### src/rtl/lfo_dac_tx_pkg.sv
// Shared definitions for the LFO DAC transmitter: FSM state encodings,
// frame geometry and a frame-building helper.
package lfo_dac_tx_pkg;
  localparam int FRAME_W  = 16;
  localparam int SAMPLE_W = 10;
  localparam int CFG_W    = 4;
  localparam int CFG_LSB  = 12;
  localparam int DATA_LSB = 2;

  typedef enum logic [2:0] {
    S_IDLE  = 3'd0,
    S_SHIFT = 3'd1,
    S_HOLD  = 3'd2,
    S_GAP   = 3'd3,
    S_LDAC  = 3'd4
  } state_e;

  // Frame layout: {cfg, sample, 2'b00}; the low bits are DAC don't-cares.
  function automatic logic [FRAME_W-1:0] make_frame(input logic [CFG_W-1:0]    cfg,
                                                    input logic [SAMPLE_W-1:0] s);
    logic [FRAME_W-1:0] f;
    f = '0;
    f[CFG_LSB +: CFG_W]     = cfg;
    f[DATA_LSB +: SAMPLE_W] = s;
    return f;
  endfunction
endpackage

### src/rtl/lfo_dac_tx_if.sv
// Sample input and DAC SPI pins of lfo_dac_tx. The sample producer (or bench)
// uses master; the transmitter uses slave.
interface lfo_dac_tx_if;
  import lfo_dac_tx_pkg::*;

  logic                sample_tick;
  logic [SAMPLE_W-1:0] sample_in;
  logic                sclk;
  logic                mosi;
  logic                cs_n;
  logic                ldac_n;
  logic                busy;
  logic                overrun;

  modport master (output sample_tick, sample_in,
                  input  sclk, mosi, cs_n, ldac_n, busy, overrun);
  modport slave  (input  sample_tick, sample_in,
                  output sclk, mosi, cs_n, ldac_n, busy, overrun);
endinterface

### src/rtl/lfo_dac_tx_spi_bit_timer.sv
// SPI mode-0 bit timer: phase counter, SCLK generator and bit counter.
// While en is low everything is held cleared, so each enable starts a
// fresh frame with SCLK low for the first half bit.
module spi_bit_timer #(
  parameter  int CLK_DIV = 4,
  parameter  int BITS    = 16,
  localparam int BC_W    = $clog2(BITS)
) (
  input  logic            clk,
  input  logic            reset_n,
  input  logic            en,
  output logic            sclk,
  output logic            rise_tick,
  output logic            fall_tick,
  output logic [BC_W-1:0] bit_cnt,
  output logic            last_bit
);
  localparam int PH_W = (CLK_DIV > 1) ? $clog2(CLK_DIV) : 1;

  logic [PH_W-1:0] phase;
  logic            ph_end;

  assign ph_end    = (phase == PH_W'(CLK_DIV - 1));
  assign rise_tick = en && ph_end && !sclk;
  assign fall_tick = en && ph_end && sclk;
  assign last_bit  = (bit_cnt == BC_W'(BITS - 1));

  // Half-period phase counter; SCLK flips at each phase wrap, bit advances on the fall.
  always_ff @(posedge clk) begin
    if (!reset_n || !en) begin
      phase   <= '0;
      sclk    <= 1'b0;
      bit_cnt <= '0;
    end else if (ph_end) begin
      phase <= '0;
      sclk  <= ~sclk;
      if (sclk) bit_cnt <= bit_cnt + 1'b1;
    end else begin
      phase <= phase + 1'b1;
    end
  end
endmodule

### src/rtl/lfo_dac_tx.sv
// Serialises 10-bit LFO samples into 16-bit MCP4911-style SPI write frames,
// with a 1-deep pending buffer for samples arriving mid-frame.
// Optional feature macro: LFO_DAC_LDAC_EN adds an LDAC latch pulse after each frame.
module lfo_dac_tx
  import lfo_dac_tx_pkg::*;
#(
  parameter int               CLK_DIV  = 4,
  parameter logic [CFG_W-1:0] CFG_BITS = 4'b0011,
  parameter int               LDAC_W   = 2
) (
  input  logic        clk,
  input  logic        reset_n,
  lfo_dac_tx_if.slave bus
);
  localparam int WC_W = $clog2(CLK_DIV + LDAC_W + 1);
  localparam int BC_W = $clog2(FRAME_W);

  state_e              state, state_nx;
  logic [WC_W-1:0]     wait_cnt, wait_nx;
  logic [FRAME_W-1:0]  shreg;
  logic                pend_vld;
  logic [SAMPLE_W-1:0] pend_data;
  logic                exit_now, load_pend;
  logic                rise_tick, fall_tick, last_bit, sclk;
  logic [BC_W-1:0]     bit_cnt;
  logic                cs_n_q, busy_q, ovr_q;

  spi_bit_timer #(.CLK_DIV(CLK_DIV), .BITS(FRAME_W)) u_timer (
    .clk      (clk),
    .reset_n  (reset_n),
    .en       (state == S_SHIFT),
    .sclk     (sclk),
    .rise_tick(rise_tick),
    .fall_tick(fall_tick),
    .bit_cnt  (bit_cnt),
    .last_bit (last_bit)
  );

  // Next state and wait counter; exit_now marks the last cycle of the frame tail.
  always_comb begin
    state_nx = state;
    exit_now = 1'b0;
    case (state)
      S_IDLE:  if (bus.sample_tick) state_nx = S_SHIFT;
      S_SHIFT: if (fall_tick && last_bit) state_nx = S_HOLD;
      S_HOLD:  if (wait_cnt == WC_W'(CLK_DIV - 1)) state_nx = S_GAP;
      S_GAP:   if (wait_cnt == WC_W'(CLK_DIV - 1)) begin
`ifdef LFO_DAC_LDAC_EN
                 state_nx = S_LDAC;
`else
                 exit_now = 1'b1;
`endif
               end
`ifdef LFO_DAC_LDAC_EN
      S_LDAC:  if (wait_cnt == WC_W'(LDAC_W)) exit_now = 1'b1;
`endif
      default: state_nx = S_IDLE;
    endcase
    if (exit_now) state_nx = pend_vld ? S_SHIFT : S_IDLE;
    load_pend = exit_now && pend_vld;
    if (state_nx != state || state_nx == S_IDLE || state_nx == S_SHIFT) wait_nx = '0;
    else                                                                 wait_nx = wait_cnt + 1'b1;
  end

  // State and wait counter registers.
  always_ff @(posedge clk) begin
    if (!reset_n) begin
      state    <= S_IDLE;
      wait_cnt <= '0;
    end else begin
      state    <= state_nx;
      wait_cnt <= wait_nx;
    end
  end

  // Shift register: load on frame start, shift on each SCLK fall; zeros fill in so mosi idles low.
  always_ff @(posedge clk) begin
    if (!reset_n)                         shreg <= '0;
    else if (state == S_IDLE && bus.sample_tick) shreg <= make_frame(CFG_BITS, bus.sample_in);
    else if (load_pend)                   shreg <= make_frame(CFG_BITS, pend_data);
    else if (fall_tick)                   shreg <= {shreg[FRAME_W-2:0], 1'b0};
  end

  // Pending buffer: newest sample wins; overwriting an unconsumed sample is sticky overrun.
  always_ff @(posedge clk) begin
    if (!reset_n) begin
      pend_vld  <= 1'b0;
      pend_data <= '0;
      ovr_q     <= 1'b0;
    end else if (bus.sample_tick && state != S_IDLE) begin
      pend_vld  <= 1'b1;
      pend_data <= bus.sample_in;
      if (pend_vld && !load_pend) ovr_q <= 1'b1;
    end else if (load_pend) begin
      pend_vld <= 1'b0;
    end
  end

  // Registered pin decode from the next state so cs_n/busy are glitch-free.
  always_ff @(posedge clk) begin
    if (!reset_n) begin
      cs_n_q <= 1'b1;
      busy_q <= 1'b0;
    end else begin
      cs_n_q <= !(state_nx == S_SHIFT || state_nx == S_HOLD);
      busy_q <= (state_nx != S_IDLE);
    end
  end

`ifdef LFO_DAC_LDAC_EN
  logic ldac_q;
  // LDAC pulse: low for the first LDAC_W cycles of the LDAC state, then high one cycle.
  always_ff @(posedge clk) begin
    if (!reset_n) ldac_q <= 1'b1;
    else          ldac_q <= !(state_nx == S_LDAC && wait_nx < WC_W'(LDAC_W));
  end
  assign bus.ldac_n = ldac_q;
`else
  assign bus.ldac_n = 1'b1;
`endif

  // The timer only runs while shifting, so its rising strobe never appears elsewhere.
  always_ff @(posedge clk) begin
    if (reset_n && rise_tick) assert (state == S_SHIFT);
  end

  assign bus.sclk    = sclk;
  assign bus.mosi    = shreg[FRAME_W-1];
  assign bus.cs_n    = cs_n_q;
  assign bus.busy    = busy_q;
  assign bus.overrun = ovr_q;
endmodule

### src/flat_wrapper.sv
// flat-port wrapper written by rule: the top's interface ports become plain ports
module lfo_dac_tx_flat import lfo_dac_tx_pkg::*;
#(
  parameter int               CLK_DIV  = 4,
  parameter logic [CFG_W-1:0] CFG_BITS = 4'b0011,
  parameter int               LDAC_W   = 2
)
  (clk, reset_n, bus_sample_tick, bus_sample_in, bus_sclk, bus_mosi, bus_cs_n, bus_ldac_n, bus_busy, bus_overrun);
  lfo_dac_tx_if bus_i ();
  input  logic clk;
  input  logic reset_n;
  input wire logic [$bits(bus_i.sample_tick)-1:0] bus_sample_tick;
  input wire logic [$bits(bus_i.sample_in)-1:0] bus_sample_in;
  output wire logic [$bits(bus_i.sclk)-1:0] bus_sclk;
  output wire logic [$bits(bus_i.mosi)-1:0] bus_mosi;
  output wire logic [$bits(bus_i.cs_n)-1:0] bus_cs_n;
  output wire logic [$bits(bus_i.ldac_n)-1:0] bus_ldac_n;
  output wire logic [$bits(bus_i.busy)-1:0] bus_busy;
  output wire logic [$bits(bus_i.overrun)-1:0] bus_overrun;
  assign bus_i.sample_tick = bus_sample_tick;
  assign bus_i.sample_in = bus_sample_in;
  assign bus_sclk = bus_i.sclk;
  assign bus_mosi = bus_i.mosi;
  assign bus_cs_n = bus_i.cs_n;
  assign bus_ldac_n = bus_i.ldac_n;
  assign bus_busy = bus_i.busy;
  assign bus_overrun = bus_i.overrun;
  lfo_dac_tx #(.CLK_DIV(CLK_DIV), .CFG_BITS(CFG_BITS), .LDAC_W(LDAC_W)) u_core (.clk(clk), .reset_n(reset_n), .bus(bus_i));
endmodule
### config.mk
export PLATFORM = sky130hd
export DESIGN_NAME = lfo_dac_tx_flat
export DESIGN_NICKNAME = d
export VERILOG_FILES = /design/src/rtl/lfo_dac_tx_pkg.sv /design/src/rtl/lfo_dac_tx_if.sv /design/src/rtl/lfo_dac_tx_spi_bit_timer.sv /design/src/rtl/lfo_dac_tx.sv /design/src/flat_wrapper.sv
export SDC_FILE = /design/constraint.sdc
export NUM_CORES = 1
export LEC_CHECK = 0
export CAP_MARGIN = 15
export CORE_MARGIN = 8
export CORE_UTILIZATION = 59
export CTS_CLUSTER_DIAMETER = 80
export DETAILED_ROUTE_END_ITERATION = 6
export PLACE_DENSITY = 0.84
export SETUP_SLACK_MARGIN = 0.4
export SYNTH_ARGS = -nofsm -noshare
export SYNTH_HDL_FRONTEND = slang
export SYNTH_HIERARCHICAL = 1
export SYNTH_SLANG_ARGS = --single-unit
### constraint.sdc
create_clock -name clk -period 3.7 [get_ports clk]
set_clock_uncertainty 0.15 [all_clocks]
set_input_delay 0.555 -clock clk [delete_from_list [all_inputs] [get_ports clk]]
set_output_delay 0.555 -clock clk [all_outputs]
set_load 0.02 [all_outputs]
==> run_results.csv, run 1 <==
group,metric,value,unit
power_and_ir_drop,internal_power,663,uW
sta,finalCritPeriodShare,0.613,
cts,root_buffer,"sky130_fd_sc_hd__clkbuf_4",
worst_setup_path,critPathLaunchType,"input port",
floorplanning,die-area,5010,sq um
sta,fin_setup_tns,0,ns
power_and_ir_drop,switchingPower,191,uW
power_and_ir_drop,power.ir.vdd_worst,0.000258,V
sta,worst_pin_slew,0.752,ns
run,max_cap_violations,0,
cts,cts_max_level,2,
cts,tritoncts,"built",
synthesis,syn-num-nets,200,
route,detailroute.via_count,1325,
synthesis,synthesis.area,1770,sq um
status,outcome,"finished clean",
synthesis,synthesis.area_per_instance,9.67,sq um
layout,num_antenna_cells,0,
sta,final_period_minus_worst_setup_slack,2.27,ns
power_and_ir_drop,pwr_density_cell,425,nW/um^2
global_route,grt_antenna_before_repair,0,
placed_design,place_hpwl,2.46,mm
power_and_ir_drop,sw_frac_of_total,0.224,
route,post_drt_via_cell_ratio,5.76,
global_route,grt_pass1_wl,5.89,mm
route,firstDrtPassIters,4,
sta,clock.fmax,441,MHz
sta,finalMaxSlewViolations,0,
min_path,classification_of_the_worst_slack_hold_path,"flip-flop to flip-flop",
worst_setup_path,required,3.79,ns
sta,finalHoldViolations,0,
worst_setup_path,crit_family,"compound AO/OA/AOI/OAI gates",
cts,path_clk_slew,0.12,ns
cts,clockBufferDepth,2,
synthesis,yosys_warnings,6,
synthesis,synth_instances,183,
global_route,grt_overflow_total,0,
cts,clock_sink_count,41,
global_route,grt_max_degree,18,
power_and_ir_drop,clockPowerShare,0.354,
power_and_ir_drop,power.share.combinational,0.092,
sta,finalSetupViolCount,0,
route,route.final.wire_length,3.44,mm
worst_setup_path,worst-setup-path-type,"input port to flip-flop",
worst_setup_path,worst_path_fanout_max,13,
cts,hold_buffers,0,
power_and_ir_drop,seqPwrFrac,0.554,
power_and_ir_drop,power.leakage,0.000770,uW
route,drt-wirelength-per-cell,15.0,um
worst_setup_path,arrival,2.36,ns
layout,final_layout_size_suffix_gt1_frac,0.0761,
worst_setup_path,max_stage_delay,0.57,ns
layout,layout_overhead_on_the_synthesized_area,13.6,%
floorplanning,die-width,70.8,um
global_route,first_global_vias,1281,
sta,grt_setup_unrepaired,"no",
worst_setup_path,path_buf_inv,1,
layout,nNetsFinal,213,
cts,clock_insertion_delay_worst_skew,0.35,ns
floorplanning,num_io_pins,19,
layout,filler_cell_count,255,
floorplanning,die_height,70.8,um
cts,resized_cells_post_cts,0,
route,detail_route.iter0.violations,75,
worst_setup_path,endpoint_type_of_the_worst_setup_path,"flip-flop",
cts,post-cts-setup-buffers,0,
placed_design,port-buffer-count,17,
route,drt.antenna.violating_nets,0,
worst_setup_path,path_cells,"clkdlybuf4s50_1 -> or3b_1 -> a21oi_2 -> nor3b_2 -> o2bb2ai_1",
floorplanning,core,2950,sq um
floorplanning,floorplan.initialDensity,0.599,
route,remaining_design_rule_violation_count,0,
floorplanning,std_cell_rows,20,
worst_setup_path,standard_cell_with_the_maximum_stage_delay_on_the_critical_path,"sky130_fd_sc_hd__clkdlybuf4s50_1",
global_route,groute.usage.overall,0.147,
power_and_ir_drop,power,854,uW
cts,tritoncts.num_buffers,5,
sta,timing.slew.headroom,0.499,
placed_design,globalplace.congestion,0.831,
-- per-layer routing --
metal / up-vias / track usage / part of all wire
met3: 7 / 0.0650 / 0.058
met1: 618 / 0.162 / 0.44
met4: 0 / 0.0716 / 0.016
li1: 677 / - / -
met5: - / 0 / 0
met2: 23 / 0.236 / 0.48
-- final timing paths --
kind / startpoint / to / slack, ns / cells past startpoint
setup / recovery: bus_sample_tick / u_core/shreg[6] / 1.43 / 5
hold / removal: u_core/wait_cnt[0] / u_core/wait_cnt[0] / 0.28 / 1
setup reg to reg: u_core/state[0] / u_core/shreg[11] / 1.53 / 5
hold reg to reg: u_core/wait_cnt[0] / u_core/wait_cnt[0] / 0.28 / 1
-- layout make-up --
class | count | area [sq um] | share of cell area
clock inverters | 1 | 30.0 | 0.0149
flip-flops and latches | 41 | 821 | 0.408
repair buffers | 18 | 178 | 0.0884
inverters | 2 | 7.51 | 0.00374
well taps | 33 | 41.3 | 0.0205
multi-input cells | 128 | 877 | 0.436
clock buffers | 7 | 55.1 | 0.0274
-- power groups by stage --
stage / sequential (uW) / clock (uW) / combinational, uW
after floorplan: 480 / 0 / 51.8
after global placement: 482 / 0 / 74.5
after detailed placement: 483 / 0 / 78.0
after CTS: 473 / 308 / 79.0
after global routing: 475 / 322 / 86.2
final: 473 / 303 / 78.4
-- per-stage QoR --
step | instance area [sq um] | worst slack (ns) | std cells | hold slack (ns) | util
after floorplan | 1770 | 1.68 | 183 | 0.247 | -
after global placement | 1920 | 1.12 | 222 | 0.255 | 0.652
after detailed placement | 1920 | 1.07 | 222 | 0.265 | 0.652
after CTS | 2010 | 1.44 | 230 | 0.282 | 0.681
after global routing | 2010 | 1.32 | 230 | 0.291 | 0.681
final | 2010 | 1.43 | 230 | 0.281 | 0.681
-- flip-flops by register name (all words and copies together) (netlist names) --
| signal | count |
|---|---|
| u_core/wait_cnt | 3 |
| u_core/u_timer/phase | 2 |
| u_core/bus.cs_n | 1 |
| u_core/pend_vld | 1 |
| u_core/pend_data | 10 |
| u_core/u_timer/sclk | 1 |
| u_core/u_timer/bit_cnt | 4 |
| u_core/bus.busy | 1 |
| u_core/shreg | 14 |
| u_core/state | 3 |
| u_core/bus.overrun | 1 |
-- layout by cell type, fill, tap and decap left out, types with 2 or more instances in the layout --
| cell | instances |
|---|---|
| sky130_fd_sc_hd__o2bb2ai_1 | 8 |
| sky130_fd_sc_hd__nor3b_1 | 4 |
| sky130_fd_sc_hd__nand2_1 | 10 |
| sky130_fd_sc_hd__mux2_2 | 3 |
| sky130_fd_sc_hd__nor2b_1 | 13 |
| sky130_fd_sc_hd__o22ai_1 | 2 |
| sky130_fd_sc_hd__nand3_1 | 6 |
| sky130_fd_sc_hd__nand2b_1 | 3 |
| sky130_fd_sc_hd__nor2_1 | 11 |
| sky130_fd_sc_hd__mux2i_1 | 13 |
| sky130_fd_sc_hd__and3_1 | 3 |
| sky130_fd_sc_hd__nor3_1 | 2 |
| sky130_fd_sc_hd__clkdlybuf4s50_1 | 17 |
| sky130_fd_sc_hd__conb_1 | 2 |
| sky130_fd_sc_hd__clkbuf_4 | 5 |
| sky130_fd_sc_hd__o221ai_1 | 9 |
| sky130_fd_sc_hd__dfxtp_1 | 41 |
| sky130_fd_sc_hd__ha_1 | 4 |
| sky130_fd_sc_hd__a21oi_1 | 13 |
| sky130_fd_sc_hd__xor2_1 | 2 |
| sky130_fd_sc_hd__inv_1 | 2 |
| sky130_fd_sc_hd__o21ai_0 | 3 |
| sky130_fd_sc_hd__o21a_1 | 4 |
No activity file was read; power rests on OpenSTA's default activity.
==> run 2, diff against run 1 <==
--- a/config.mk
+++ b/config.mk
@@ -7,10 +7,10 @@
 export LEC_CHECK = 0
 export CAP_MARGIN = 15
 export CORE_MARGIN = 8
-export CORE_UTILIZATION = 59
+export CORE_UTILIZATION = 55
 export CTS_CLUSTER_DIAMETER = 80
 export DETAILED_ROUTE_END_ITERATION = 6
-export PLACE_DENSITY = 0.84
+export PLACE_DENSITY = 0.79
 export SETUP_SLACK_MARGIN = 0.4
 export SYNTH_ARGS = -nofsm -noshare
 export SYNTH_HDL_FRONTEND = slang
==> constraint.sdc (replaced) <==
create_clock -name clk -period 2.1 [get_ports clk]
set_clock_uncertainty 0.15 [all_clocks]
set_input_delay 0.315 -clock clk [delete_from_list [all_inputs] [get_ports clk]]
set_output_delay 0.315 -clock clk [all_outputs]
set_load 0.02 [all_outputs]
==> run_results.csv, run 2 (synthesis results as in run 1) <==
group,metric,value,unit
status,outcome,"finished clean",
worst_setup_path,worst-setup-path-type,"flip-flop to flip-flop",
floorplanning,num_io_pins,19,
floorplanning,floorplan.initialDensity,0.580,
run,max_cap_violations,0,
sta,hold-worst-slack,0.289,ns
worst_setup_path,worst_path_fanout_max,5,
route,route.final.wire_length,4.66,mm
route,met2RoutedLength,2.44,mm
worst_setup_path,required,2.21,ns
floorplanning,die-width,72.7,um
floorplanning,die_height,72.7,um
layout,layout.core_utilization,0.780,
worst_setup_path,arrival,1.97,ns
route,wl_met3,255,um
floorplanning,std_cell_rows,20,
sta,finalSetupViolCount,0,
worst_setup_path,endpoint_type_of_the_worst_setup_path,"flip-flop",
route,drt-wirelength-per-cell,17.6,um
cts,tritoncts.num_buffers,5,
cts,clock_insertion_delay_worst_skew,0.36,ns
placed_design,globalplace.congestion,0.870,
layout,final_common_cell,"sky130_fd_sc_hd__dfxtp_1",
global_route,first_global_vias,1425,
global_route,grt_pass1_wl,6.44,mm
power_and_ir_drop,internal_power,1190,uW
global_route,grt_overflow_total,0,
placed_design,placed_cell_count,238,
worst_setup_path,critPathLaunchType,"flip-flop",
sta,finalHoldViolations,0,
route,detail_route.iter0.violations,136,
min_path,classification_of_the_worst_slack_hold_path,"flip-flop to flip-flop",
cts,tritoncts,"built",
power_and_ir_drop,power.leakage,0.000938,uW
placed_design,port-buffer-count,17,
route,post_drt_via_cell_ratio,5.69,
sta,finalCritPeriodShare,0.883,
power_and_ir_drop,clockPowerShare,0.351,
power_and_ir_drop,seqPwrFrac,0.529,
layout,largestRegisters,"u_core/shreg x14, u_core/pend_data x10, u_core/u_timer/bit_cnt x4",
layout,largest_register_ffs,14,
sta,finalMaxSlewViolations,0,
global_route,groute.usage.overall,0.154,
layout,num_antenna_cells,0,
layout,nNetsFinal,236,
cts,clock_sink_count,41,
layout,mostFrequentLayoutCells,"35 x sky130_fd_sc_hd__dfxtp_1, 20 x sky130_fd_sc_hd__buf_4, 13 x sky130_fd_sc_hd__mux2i_1, 12 x sky130_fd_sc_hd__clkdlybuf4s50_1, 12 x sky130_fd_sc_hd__nor2b_1",
global_route,grt_max_degree,27,
sta,fin_setup_tns,0,ns
power_and_ir_drop,switchingPower,390,uW
cts,cts_max_level,2,
global_route,grt_antenna_before_repair,0,
cts,path_clk_slew,0.13,ns
route,wl_met1,1.85,mm
power_and_ir_drop,sw_frac_of_total,0.247,
layout,filler_cell_count,201,
layout,largest-register,"u_core/shreg",
sta,clock.fmax,539,MHz
route,route.top_layer_used,"met4",
floorplanning,die-area,5290,sq um
power_and_ir_drop,power.share.combinational,0.121,
cts,root_buffer,"sky130_fd_sc_hd__clkbuf_4",
layout,layout_overhead_on_the_synthesized_area,34.7,%
route,detailroute.via_count,1502,
sta,grt_setup_unrepaired,"yes",
route,firstDrtPassIters,4,
floorplanning,core,3050,sq um
sta,final_period_minus_worst_setup_slack,1.85,ns
cts,clockBufferDepth,2,
layout,final_layout_size_suffix_gt1_frac,0.305,
power_and_ir_drop,pwr_density_cell,663,nW/um^2
placed_design,place_hpwl,2.49,mm
route,remaining_design_rule_violation_count,0,
layout,finish.cell_count_without_fillers,264,
route,drt.antenna.violating_nets,0,
power_and_ir_drop,power.ir.vdd_worst,0.000356,V
run 2: cell count changes in the layout (fill, tap and decap cells not counted), sizes merged:
cell,previous run,this run
buf,1,23
clkdlybuf4s50,17,12
or2,1,2
clkinvlp,0,1
clkbuf,7,6
dlygate4sd2,0,5
run 2: layout make-up:
| class | instances | area (sq um) | share of cell area |
|---|---|---|---|
| Sequential cell | 41 | 833 | 0.350 |
| Timing Repair Buffer | 40 | 352 | 0.148 |
| Clock buffer | 6 | 51.3 | 0.0215 |
| Multi-Input combinational cell | 129 | 1050 | 0.439 |
| Clock inverter | 2 | 37.5 | 0.0158 |
| Tap cell | 44 | 55.1 | 0.0231 |
| Inverter | 2 | 7.51 | 0.00315 |
run 2: path summary, 6_finish.rpt:
path | start | endpoint | slack [ns] | depth (start not counted)
setup reg to reg | u_core/wait_cnt[0] | u_core/shreg[8] | 0.25 | 7
hold reg to reg | u_core/u_timer/phase[0] | u_core/u_timer/phase[0] | 0.29 | 1
setup / recovery | u_core/wait_cnt[0] | u_core/shreg[8] | 0.25 | 7
hold / removal | u_core/u_timer/phase[0] | u_core/u_timer/phase[0] | 0.29 | 1
run 2: power groups by stage:
stage	clock [uW]	combinational [uW]	sequential, uW
2_1_floorplan	0	92.7	847
3_5_place_dp	0	147	848
6_report	555	190	835
3_3_place_gp	0	140	847
4_1_cts	550	149	830
5_1_grt	584	202	837
run 2: what timing repair did:
item,4_1_cts,5_1_grt
gates cloned,1,0
pin swaps,1,8
resized for setup,18,25
endpoints found under the setup margin,25,29
hold buffers,0,0
buffers inserted,7,10
run 2: metal layers:
| metal | vias to the layer above | track usage |
|---|---|---|
| li1 | 727 | - |
| met2 | 39 | 0.269 |
| met3 | 12 | 0.0522 |
| met1 | 724 | 0.167 |
| met5 | - | 0 |
| met4 | 0 | 0.0578 |
run 2: metrics by stage:
stage	cell area (sq um)	total power, uW	setup WS (ns)
CTS	2190	1530	0.348
detailed placement	1990	995	0.0113
floorplan	1810	939	0.368
finish	2380	1580	0.246
global placement	1990	987	0.0814
global route	2380	1620	0.174
run 2: worst max-delay path, stage by stage (launching register included):
cell	delay, ns
sky130_fd_sc_hd__dfxtp_2	0.37
sky130_fd_sc_hd__ha_4	0.14
sky130_fd_sc_hd__ha_4	0.15
sky130_fd_sc_hd__nand4_1	0.15
sky130_fd_sc_hd__buf_4	0.18
sky130_fd_sc_hd__or2_4	0.26
sky130_fd_sc_hd__o221ai_1	0.24
sky130_fd_sc_hd__o2bb2ai_1	0.12
==> run 3, diff against run 2 <==
--- a/config.mk
+++ b/config.mk
@@ -5,7 +5,7 @@
 export SDC_FILE = /design/constraint.sdc
 export NUM_CORES = 1
 export LEC_CHECK = 0
-export CAP_MARGIN = 15
+export CAP_MARGIN = 20
 export CORE_MARGIN = 8
 export CORE_UTILIZATION = 55
 export CTS_CLUSTER_DIAMETER = 80
==> results of run 3 <==
Final layout, timing and power as in run 2 (identical DEF).
